### src/rtl/nbyone_scan_mux.sv
// Registered N:1 multiplexer with manual select and round-robin scan over enabled channels.
// Y and CH are always updated on the same edge, so Y always carries data of channel CH.
module nbyone_scan_mux #(
    parameter int WIDTH = 1,
    parameter int N_CH  = 4,
    parameter int SEL_W = 2,
    parameter int DWELL = 4
) (
    input  logic                    clk_i,
    input  logic                    rst_n_i,
    input  logic [N_CH*WIDTH-1:0]   i_i,
    input  logic [SEL_W-1:0]        s_i,
    input  logic                    mode_i,
    input  logic [N_CH-1:0]         en_mask_i,
    output logic [WIDTH-1:0]        y_o,
    output logic [SEL_W-1:0]        ch_o,
    output logic                    vld_o,
    output logic                    adv_o
);

    localparam int CNT_W = $clog2(DWELL) + 1;
    localparam logic [CNT_W-1:0] CNT_LAST = CNT_W'(DWELL - 1);

    typedef enum logic [1:0] {
        ST_MANUAL     = 2'd0,
        ST_SCAN_DWELL = 2'd1,
        ST_SCAN_NONE  = 2'd2
    } state_t;

    state_t            state_q, state_d;
    logic [WIDTH-1:0]  y_q, y_d;
    logic [SEL_W-1:0]  ch_q, ch_d;
    logic              vld_q, vld_d;
    logic              adv_q, adv_d;
    logic [CNT_W-1:0]  cnt_q, cnt_d;

    function automatic logic [WIDTH-1:0] sel_data(input logic [N_CH*WIDTH-1:0] bus,
                                                  input logic [SEL_W-1:0] idx);
        logic [N_CH*WIDTH-1:0] sh;
        sh = bus >> (int'(idx) * WIDTH);
        return sh[WIDTH-1:0];
    endfunction

    function automatic logic chan_en(input logic [N_CH-1:0] mask,
                                     input logic [SEL_W-1:0] idx);
        logic [N_CH-1:0] sh;
        sh = mask >> idx;
        return sh[0];
    endfunction

    // First enabled channel at or above start, wrapping; start itself if mask is empty.
    function automatic logic [SEL_W-1:0] first_en(input logic [N_CH-1:0] mask,
                                                  input int start);
        logic [SEL_W-1:0] res;
        logic             found;
        logic [N_CH-1:0]  sh;
        int               c;
        res   = SEL_W'(start);
        found = 1'b0;
        for (int off = 0; off < N_CH; off++) begin
            c = start + off;
            if (c >= N_CH) begin
                c = c - N_CH;
            end else begin
                c = c;
            end
            sh = mask >> c;
            if (!found && sh[0]) begin
                res   = SEL_W'(c);
                found = 1'b1;
            end else begin
                res   = res;
            end
        end
        return res;
    endfunction

    // Next-state and next-output computation for manual and scan modes.
    always_comb begin
        state_d = state_q;
        ch_d    = ch_q;
        cnt_d   = cnt_q;
        y_d     = '0;
        vld_d   = 1'b0;
        adv_d   = 1'b0;
        if (!mode_i) begin
            state_d = ST_MANUAL;
            ch_d    = s_i;
            cnt_d   = '0;
            if ((int'(s_i) < N_CH) && chan_en(en_mask_i, s_i)) begin
                y_d   = sel_data(i_i, s_i);
                vld_d = 1'b1;
            end else begin
                y_d   = '0;
                vld_d = 1'b0;
            end
        end else if (en_mask_i == {N_CH{1'b0}}) begin
            state_d = ST_SCAN_NONE;
            cnt_d   = '0;
        end else begin
            state_d = ST_SCAN_DWELL;
            if (state_q != ST_SCAN_DWELL) begin
                // Entering scan: out-of-range CH restarts the search from channel 0.
                ch_d  = first_en(en_mask_i, (int'(ch_q) < N_CH) ? int'(ch_q) : 0);
                cnt_d = '0;
            end else if (!chan_en(en_mask_i, ch_q) || (cnt_q == CNT_LAST)) begin
                ch_d  = first_en(en_mask_i, (int'(ch_q) + 1 >= N_CH) ? 0 : int'(ch_q) + 1);
                cnt_d = '0;
            end else begin
                cnt_d = cnt_q + CNT_W'(1);
            end
            adv_d = (ch_d != ch_q);
            y_d   = sel_data(i_i, ch_d);
            vld_d = 1'b1;
        end
    end

    // State, counter and output registers.
    always_ff @(posedge clk_i or negedge rst_n_i) begin
        if (!rst_n_i) begin
            state_q <= ST_MANUAL;
            ch_q    <= '0;
            cnt_q   <= '0;
            y_q     <= '0;
            vld_q   <= 1'b0;
            adv_q   <= 1'b0;
        end else begin
            state_q <= state_d;
            ch_q    <= ch_d;
            cnt_q   <= cnt_d;
            y_q     <= y_d;
            vld_q   <= vld_d;
            adv_q   <= adv_d;
        end
    end

    assign y_o   = y_q;
    assign ch_o  = ch_q;
    assign vld_o = vld_q;
    assign adv_o = adv_q;

endmodule
### config.mk
export PLATFORM = sky130hd
export DESIGN_NAME = nbyone_scan_mux
export DESIGN_NICKNAME = d
export VERILOG_FILES = /design/src/rtl/nbyone_scan_mux.sv
export SDC_FILE = /design/constraint.sdc
export NUM_CORES = 1
export LEC_CHECK = 0
export CAP_MARGIN = 15
export CORE_MARGIN = 5
export CORE_UTILIZATION = 35
export CTS_CLUSTER_SIZE = 10
export DETAILED_ROUTE_END_ITERATION = 16
export DONT_BUFFER_PORTS = 1
export PLACE_DENSITY = 0.48
export SKIP_CTS_REPAIR_TIMING = 1
export SYNTH_ARGS = -nofsm -noshare
export SYNTH_HDL_FRONTEND = slang
export SYNTH_SLANG_ARGS = --single-unit
### constraint.sdc
create_clock -name clk_i -period 7 [get_ports clk_i]
set_clock_uncertainty 0.05 [all_clocks]
set_input_delay 1.4 -clock clk_i [delete_from_list [all_inputs] [get_ports clk_i]]
set_output_delay 1.4 -clock clk_i [all_outputs]
set_load 0.1 [all_outputs]
# == Word level (Yosys, flattened, before mapping) ==
# Cells that the tools add are included.
# totals
reg_bits,10
inputBits,13
output_inout_bits,5
# classes
add_sub_neg,15
magnitude_cmp,8
eq_ne,4
shift,12
mux,92
reduce_logical,15
# op_table
op,count
$mux 32,36
$shr 4x32->1,8
$mux 1,35
$ge 32x4->1 const B,1
$mux 2,16
$sub 32x4->32 const B,1
$shr 4x2->1,4
$mux 3,5
$sub 4x3->5 const B,3
$ge 4x3->1 const B,3
$sub 3x3->4 const B,3
$ge 3x3->1 const B,3
$add 3x2->4 const B,2
$logic_not 1->1,7
$add 2x2->3 const B,2
$logic_and 1x1->1,6
$add 3x1->4 const B,1
$logic_not 4->1,1
$sub 2x3->4 const B,1
$add 2x1->3 const B,1
$add 3x1->3 const B,1
$eq 3x2->1 const B,1
$ge 2x3->1 const B,1
$ne 2x1->1 const B,1
3 further kinds,3

# == Longest topological paths before layout ==
# logic_depth
depth_word,39
depth_mapped,13
depth_no_buf,9

# == Worst setup path before layout ==
# OpenSTA, ideal clock, no wires.
# synth_path
path_kind,reg2reg
start,"register ch_q[0], in the netlist ch_o[0]"
end,"register y_q, in the netlist y_o"
setup_ns,0.136
arrival_time_ns,3.815
required_ns,6.814
setup_slack_ns,3.000
stages_incl_launch_ff,14
path_cell_list,dfrtp_1 -> buf_6 -> buf_2 -> clkbuf_1 -> inv_1 -> ha_1 -> clkbuf_1 -> a21bo_1 -> a21oi_1 -> o22ai_1 -> mux2i_1 -> or2_1 -> a2111oi_0 -> o31ai_2
# synth_between
elab_chain_len,39
word_cells_on_any_way,124
classes_between,14 x add/sub; 8 x order compare; 10 x shift; 78 x mux; 14 x reduce/logical
# synth_rtl
element,line_no,rtl
start: declaration,32,"logic [SEL_W-1:0] ch_q, ch_d;"
start signal: assignment,129,ch_q <= ch_d;
$add 2x1->3,"61, 107",
$ge 32x4->1,"62, 107",
$mux 3,107,"ch_d = first_en(en_mask_i, (int'(ch_q) + 1 >= N_CH) ? 0 : int'(ch_q) + 1);"
$sub 3x3->4 / $ge 3x3->1 (equally long branches),"63, 62",
$mux 32,62,if (c >= N_CH) begin
$mux 32,106,"end else if (!chan_en(en_mask_i, ch_q) || (cnt_q == CNT_LAST)) begin"
$mux 32,102,if (state_q != ST_SCAN_DWELL) begin
$mux 32,97,end else if (en_mask_i == {N_CH{1'b0}}) begin
[... 24 more ...],n/a,
$mux 2,106,
$mux 2 *,102,
$mux 2 *,97,
$mux 2 *,86,if (!mode_i) begin
$shr 4x2->1 *,40,sh = bus >> (int'(idx) * WIDTH);
$mux 1 *,97,
$mux 1 *,86,
net y_d,31,"logic [WIDTH-1:0] y_q, y_d;"
end signal: assignment,131,y_q <= y_d;
end: declaration,31,
# Mark *: on every way through the listed nets, which the timed path passes. The rest lies on a longest branch. The select of a mux whose other input is x is not followed.
# A chain may end at the register's enable or synchronous reset.

# == Worst setup path after layout ==
# Same ends and word-level chain as after synthesis.

==> metrics.md <==
| Metric | Value |
|---|---|
| First-pass GRT wire length | 4510 µm |
| Setup Crit Path Kind | register to register |
| Part of the power in registers | a little over a third |
| Result of the run | complete, no violations |
| Placed cell count | 167 |
| WP data arrival | about 4.0 ns |
| Footprint of the flip-flops and latches | 251 µm² |
| Final routed wire length divided by cell count | 15.7 µm |
| Number of antenna violations at the first check in global routing | 0 |
| CTS tree | yes |
| Iteration count of the initial detailed-routing pass | 4 |
| Register-to-Register Setup Slack | slightly above 3 ns |
| Min Hold Slack | 0.381 ns |
| Worst setup SP type | register |
| Worst Reg-to-Reg Cells | 9 |
| Clk_lat worst skew | 0.26 ns |
| Worst min-delay path category | register to register |
| Total number of H-tree levels | 1 |
| Number of enable flip-flop cells after synthesis | 0 |
| Count of yosys warnings during synthesis | 0 |
| Antenna cell count | 0 |
| Final critical-path required period | approximately 3.9 ns |
| Worst min-delay path startpoint | cnt_q[0] |
| Setup repair after global routing missed its margin | no |
| Number of CTS-inserted buffers | 3 |
| Area grow syn2layout | 4.48% |
| Detailed-placement wirelength estimate | 2060 µm |
| Count of buffering cells on the critical path with inverters included | 1 |
| Period utilisation layout | 55.7% |
| Top achievable clock speed | between 200 and 300 MHz |
| DR DRC count | 0 |
| Switching share of power | 51.1% |
| Largest net degree at the start of global routing | 28 |
| Clock share of power | between 10% and 20% |
| Sum of routed wire length over all layers | 2690 µm |
| Setup Total Neg Slack | 0 ns |
| Flip-flop and latch count after synthesis | 10 |
| Total count of max-transition violations in the final report | 0 |
| Register clock-pin slew on the reported worst setup and hold paths | 0.06 ns |
| Portion of the post-synthesis area used by sequential elements | around 22% |
| Transition time at the pin with the least slew margin | 0.954 ns |
| Net count after synthesis | roughly 150 |
| Finished Layout Cells | 171 |
| Via count of the first global-routing pass | 948 |
| Setup violations, final | 0 |
| Post-synthesis async set-or-reset flop share | between 90% and 100% |
| Top Family by Delay on Critical Path | flip-flops |
| Worst min-delay path endpoint | cnt_q[0] |
| Post-Syn Instances | roughly 130 |
| Startpoint of the lowest-slack register-to-register path | ch_o[0] |
| Detailed-route via count | 972 |
| Proportion of power drawn by combinational gates | 49.7% |
| Net Sw Power | 0.181 mW |
| Horizontal die dimension | 66.5 µm |
| Endpoint class of the critical path | register |
| Cell breakdown of the critical path | inv_1 > ha_1 > mux4_2 > nand3b_1 > o41ai_2 > a31oi_2 > mux2i_1 > a2111oi_0 > o31ai_2 |
| Total area of multi-input combinational cells | 782 µm² |
| Req. time, crit path | 7.08 ns |
| Clock Root Buffer | clkbuf_4 |
| Clock sinks | 10 |
| Layout cell share with drive strength beyond 1 | 13.4% |
| Starting utilization of the core area | 36.6% |
| Critical-path top delay cell | dfrtp_2 |
| Port Buf Inserts | 0 |
| Most used flip-flop cell after synthesis | dfrtp_1 |
| Height of the chip | 66.5 µm |
| Nets | 147 |
| Stage delay of the slowest cell on the critical path | 1.00 ns |
| Die area | 4420 µm² |
| Aggregate global routing overflow | 0 |
| Number of DRC markers after the initial detailed-route iteration | 54 |
| Hold Violations, Final | 0 |
| Detail Route Antenna Nets | 0 |
| Mapped Area | 1120 µm² |
| Reported leakage power | 0.477 nW |
| Internal power | 0.174 mW |
| Pwr per Cell Area | between 300 and 400 nW/µm² |
| Core Box Area | just over 3000 µm² |
| Worst max-slew margin expressed relative to the limit | 36.4% |
| Cell depth of the worst hold path | 1 |
| IO Count | 18 |
| Number of vias per cell after detailed routing | between 5 and 6 |
| Mean area per synthesized cell | 8.46 µm² |
| Count of cell types in the netlist | 46 |
| FF-to-FF End | y_o |
| Tot GR Track Use | 13.2% |
| Core Rows | 20 |
| Final weighted congestion of routability-driven global placement | 0.807 |
| Max capacitance violation total | 0 |
| Fill count | 323 |
| Maximum resistive drop on vdd | 0.000155 V |
| Worst Path Max Fanout | 27 |
| Maximum clock path buffer count | 2 |
## flip-flops by register name, summed over array words and instances (netlist names)
register	count
ch_o	2
vld_o	1
y_o	1
cnt_q	3
adv_o	1
state_q	2
## Yosys cell counts, types with 2 or more instances
| master | count | area [µm²] |
|---|---|---|
| buf_2 | 4 | 20.0 |
| a221oi_1 | 2 | 17.5 |
| o31ai_1 | 2 | 15.0 |
| or3_1 | 3 | 18.8 |
| nand2b_1 | 5 | 31.3 |
| ha_1 | 6 | 75.1 |
| a31oi_1 | 3 | 18.8 |
| mux4_2 | 4 | 90.1 |
| mux2i_1 | 4 | 40.0 |
| clkbuf_1 | 4 | 15.0 |
| nor2_1 | 10 | 37.5 |
| o22ai_1 | 2 | 12.5 |
| mux2_4 | 2 | 30.0 |
| o21ai_0 | 5 | 25.0 |
| dfrtp_1 | 10 | 250 |
| xnor2_1 | 2 | 17.5 |
| a21oi_1 | 4 | 20.0 |
| nand2_1 | 15 | 56.3 |
| nor3_1 | 4 | 20.0 |
| nor2b_1 | 5 | 31.3 |
| inv_1 | 9 | 33.8 |
| nand3_1 | 3 | 15.0 |
## worst max-delay path by stage
stage	start	to	slack, ns	depth (start not counted)
3_5_place_dp	ch_o[0]	y_o	3.15	9
5_1_grt	ch_o[0]	y_o	2.85	9
3_3_place_gp	ch_o[0]	y_o	3.27	9
2_1_floorplan	ch_o[0]	y_o	3.00	13
4_1_cts	ch_o[0]	y_o	3.14	9
6_report	ch_o[0]	y_o	3.10	9
## cells in the final DEF (no fill, tap or decap), types with 2 or more instances in the layout
| cell | Yosys | final |
|---|---|---|
| nor2_1 | 10 | 10 |
| a21oi_1 | 4 | 4 |
| o21ai_0 | 5 | 5 |
| nand2b_1 | 5 | 5 |
| nor2b_1 | 5 | 5 |
| mux2i_1 | 4 | 4 |
| nand2_1 | 15 | 15 |
| dfrtp_1 | 10 | 9 |
| nand3_1 | 3 | 3 |
| mux2_4 | 2 | 2 |
| ha_1 | 6 | 6 |
| clkbuf_4 | 0 | 3 |
| o22ai_1 | 2 | 2 |
| a31oi_1 | 3 | 3 |
| inv_1 | 9 | 9 |
| mux4_2 | 4 | 4 |
| nor3_1 | 4 | 4 |
| or3_1 | 3 | 3 |
| o31ai_1 | 2 | 2 |
| xnor2_1 | 2 | 2 |
| a221oi_1 | 2 | 2 |
## stage by stage
step	setup WS, ns	power (mW)	cell area (µm²)	utilization [%]
6_report	3.10	0.355	1170	38.2
5_1_grt	2.85	0.381	1170	38.2
4_1_cts	3.14	0.357	1170	38.2
3_5_place_dp	3.15	0.306	1130	37.0
3_3_place_gp	3.27	0.306	1130	37.0
2_1_floorplan	3.00	0.279	1120	-
## cell type report
class	count	area share, %
clock buffers	4	3.11
flip-flops and latches	10	21.6
multi-input cells	103	67.1
well taps	44	4.72
inverters	9	2.90
repair buffers	1	0.644
## power by group through the flow
stage	clock, mW	combinational, mW	sequential, mW
floorplan	0	0.151	0.128
finish	0.0499	0.177	0.129
global route	0.0555	0.195	0.131
CTS	0.0517	0.176	0.129
global placement	0	0.176	0.130
detailed placement	0	0.175	0.130
## cell families after synthesis
| family | count (synthesis) | synth area share, % |
|---|---|---|
| mux | 11 | 15.4 |
| buf+inv | 19 | 7.51 |
| simple gates | 51 | 22.8 |
| flops | 10 | 22.4 |
| compound gates | 33 | 23.7 |
| xor+xnor | 2 | 1.57 |
| fa+ha+maj | 6 | 6.73 |
## per-layer routing
layer | vias up | wire [µm] | part of all wire (%) | GRT usage, %
met5 | - | 0 | 0 | 0
met4 | 0 | 8 | 0.30 | 1.27
met3 | 2 | 209 | 7.8 | 4.38
met2 | 34 | 1230 | 46 | 20.3
met1 | 462 | 1240 | 46 | 18.4
li1 | 474 | - | - | -
(Power assumes the default switching activity.)
==> RTL edit: new RTL, same flow settings <==
Register the output `y_o` once more, without a reset; this adds one clock of latency there. The other outputs are not delayed to match.
--- a/src/rtl/nbyone_scan_mux.sv
+++ b/src/rtl/nbyone_scan_mux.sv
@@ -135,5 +135,7 @@
     end
 
-    assign y_o   = y_q;
+    always_ff @(posedge clk_i) begin
+        y_o <= y_q;
+    end
     assign ch_o  = ch_q;
     assign vld_o = vld_q;
Check against the original RTL: not equivalent (Yosys sat finds a counterexample within 4 cycles, from zero or initial values and one cycle with rst_n_i low).
==> RTL edit against the original RTL <==
Sequential cell count increased by 1. Routed wire length increased by 0.59%. Via count increased by 2.2%. Worst setup slack improved by 240 ps. Power increased by 9.7%. Design area increased by 9.3%. First-iteration DRC count decreased by 26%. Area after synthesis increased by 9.6%. Largest cell class unchanged. Highest routed layer unchanged.
==> RTL edit: results (changes against the original RTL) <==
drive_above_1_share: 0.189  # +0.0551
drtIter0Drc: 40  # -26%
synth-adder-area-share: 0.0613  # -0.00591
wl_met1_um: 1280  # +3.4%
r2r_slack_ps: 3340  # +240 ps
async_flop_share: 0.909  # -0.0909
via_per_inst: 5.74  # +0.98%
cts.sinks: 11  # +1
std_cell_rows: 21  # +5.0%
grt_use_total: 0.115  # -0.0167
nNonClkBuffers: 2  # +1
dpl.hpwl_um: 2110  # +2.4%
grt_pass1_wl_um: 4590  # +1.7%
outcome: "completed"
inv_count: 8  # -1
antenna_found_initial: 0  # unchanged
seq_share: 0.212  # -0.00369
slowest_stage: "dfrtp_1"
r2r-end: "y_q"
synth_mux_area_frac: 0.150  # -0.00328
multi_input_gates: 102  # -0.97%
min-delay-start: "y_q"
port_buffers: 0  # unchanged
max_stage_delay_ps: 870  # -130 ps
wl_met3_um: 145  # -31%
path_delay_family: "compound AO/OA/AOI/OAI gates"
clock_tree.root_cell: "clkbuf_4"
largest_reg_flops: 3  # unchanged
first_global_vias: 930  # -1.9%
multiInputGateArea_sq_um: 856  # +9.4%
intPower_mw: 0.195  # +12%
peakVddDrop_mv: 0.0907  # -41%
synth_area_leaders: "dfrtp_1 20%, ha_1 6.1%, mux4_2 5.5%, buf_6 3.7%, nand3b_1 3.1%"
place_area_sq_um: 1250  # +11%
clk_share: 0.0206  # -0.0105
synth-seq-area-share: 0.221  # -0.00336
synth-xor-area-share: 0.0215  # +0.00578
r2r_cells: 8  # -1
whs_ps: 292  # -88.9 ps
cp_max_fo: 20  # -26%
slew_headroom: 0.379  # +0.0143
routed-wl-met2_um: 1260  # +1.8%
nets: 147  # unchanged
holdPathEnd: "y_o"
grt_max_degree: 21  # -25%
synth-compound-area-share: 0.223  # -0.0136
multi_input_area_share: 0.671  # about the same
fillerInstances: 359  # +11%
yosys.cell_types.count: 53  # +15%
nonClkBufAreaFrac: 0.0275  # +0.0210
worstHoldPathCells: 0  # -1
==> RTL edit: changes by cell type after synthesis, sizes merged, moves of 3 or more <==
cell,change
clkbuf,-4
a31oi,-4
nand3b,+4
nand2,-7
a21oi,+3
or3,-3
==> RTL edit: metrics by stage <==
stage	cells	setup WS (ps)
floorplan	129	3620
global placement	169	3410
detailed placement	169	3350
CTS	173	3340
global route	173	3120
finish	173	3340
==> RTL edit: power by group through the flow <==
stage | combinational (mW) | sequential [mW] | clock, mW
2_1_floorplan | 0.180 | 0.137 | 0
3_3_place_gp | 0.225 | 0.125 | 0
3_5_place_dp | 0.223 | 0.126 | 0
6_report | 0.224 | 0.124 | 0.0422
5_1_grt | 0.243 | 0.125 | 0.0476
4_1_cts | 0.224 | 0.124 | 0.0439
==> RTL edit: per-layer routing <==
layer  up-vias  track usage
li1        481            -
met1       483        0.153
met2        25        0.182
met3         4       0.0305
met4         0       0.0325
met5         -            0
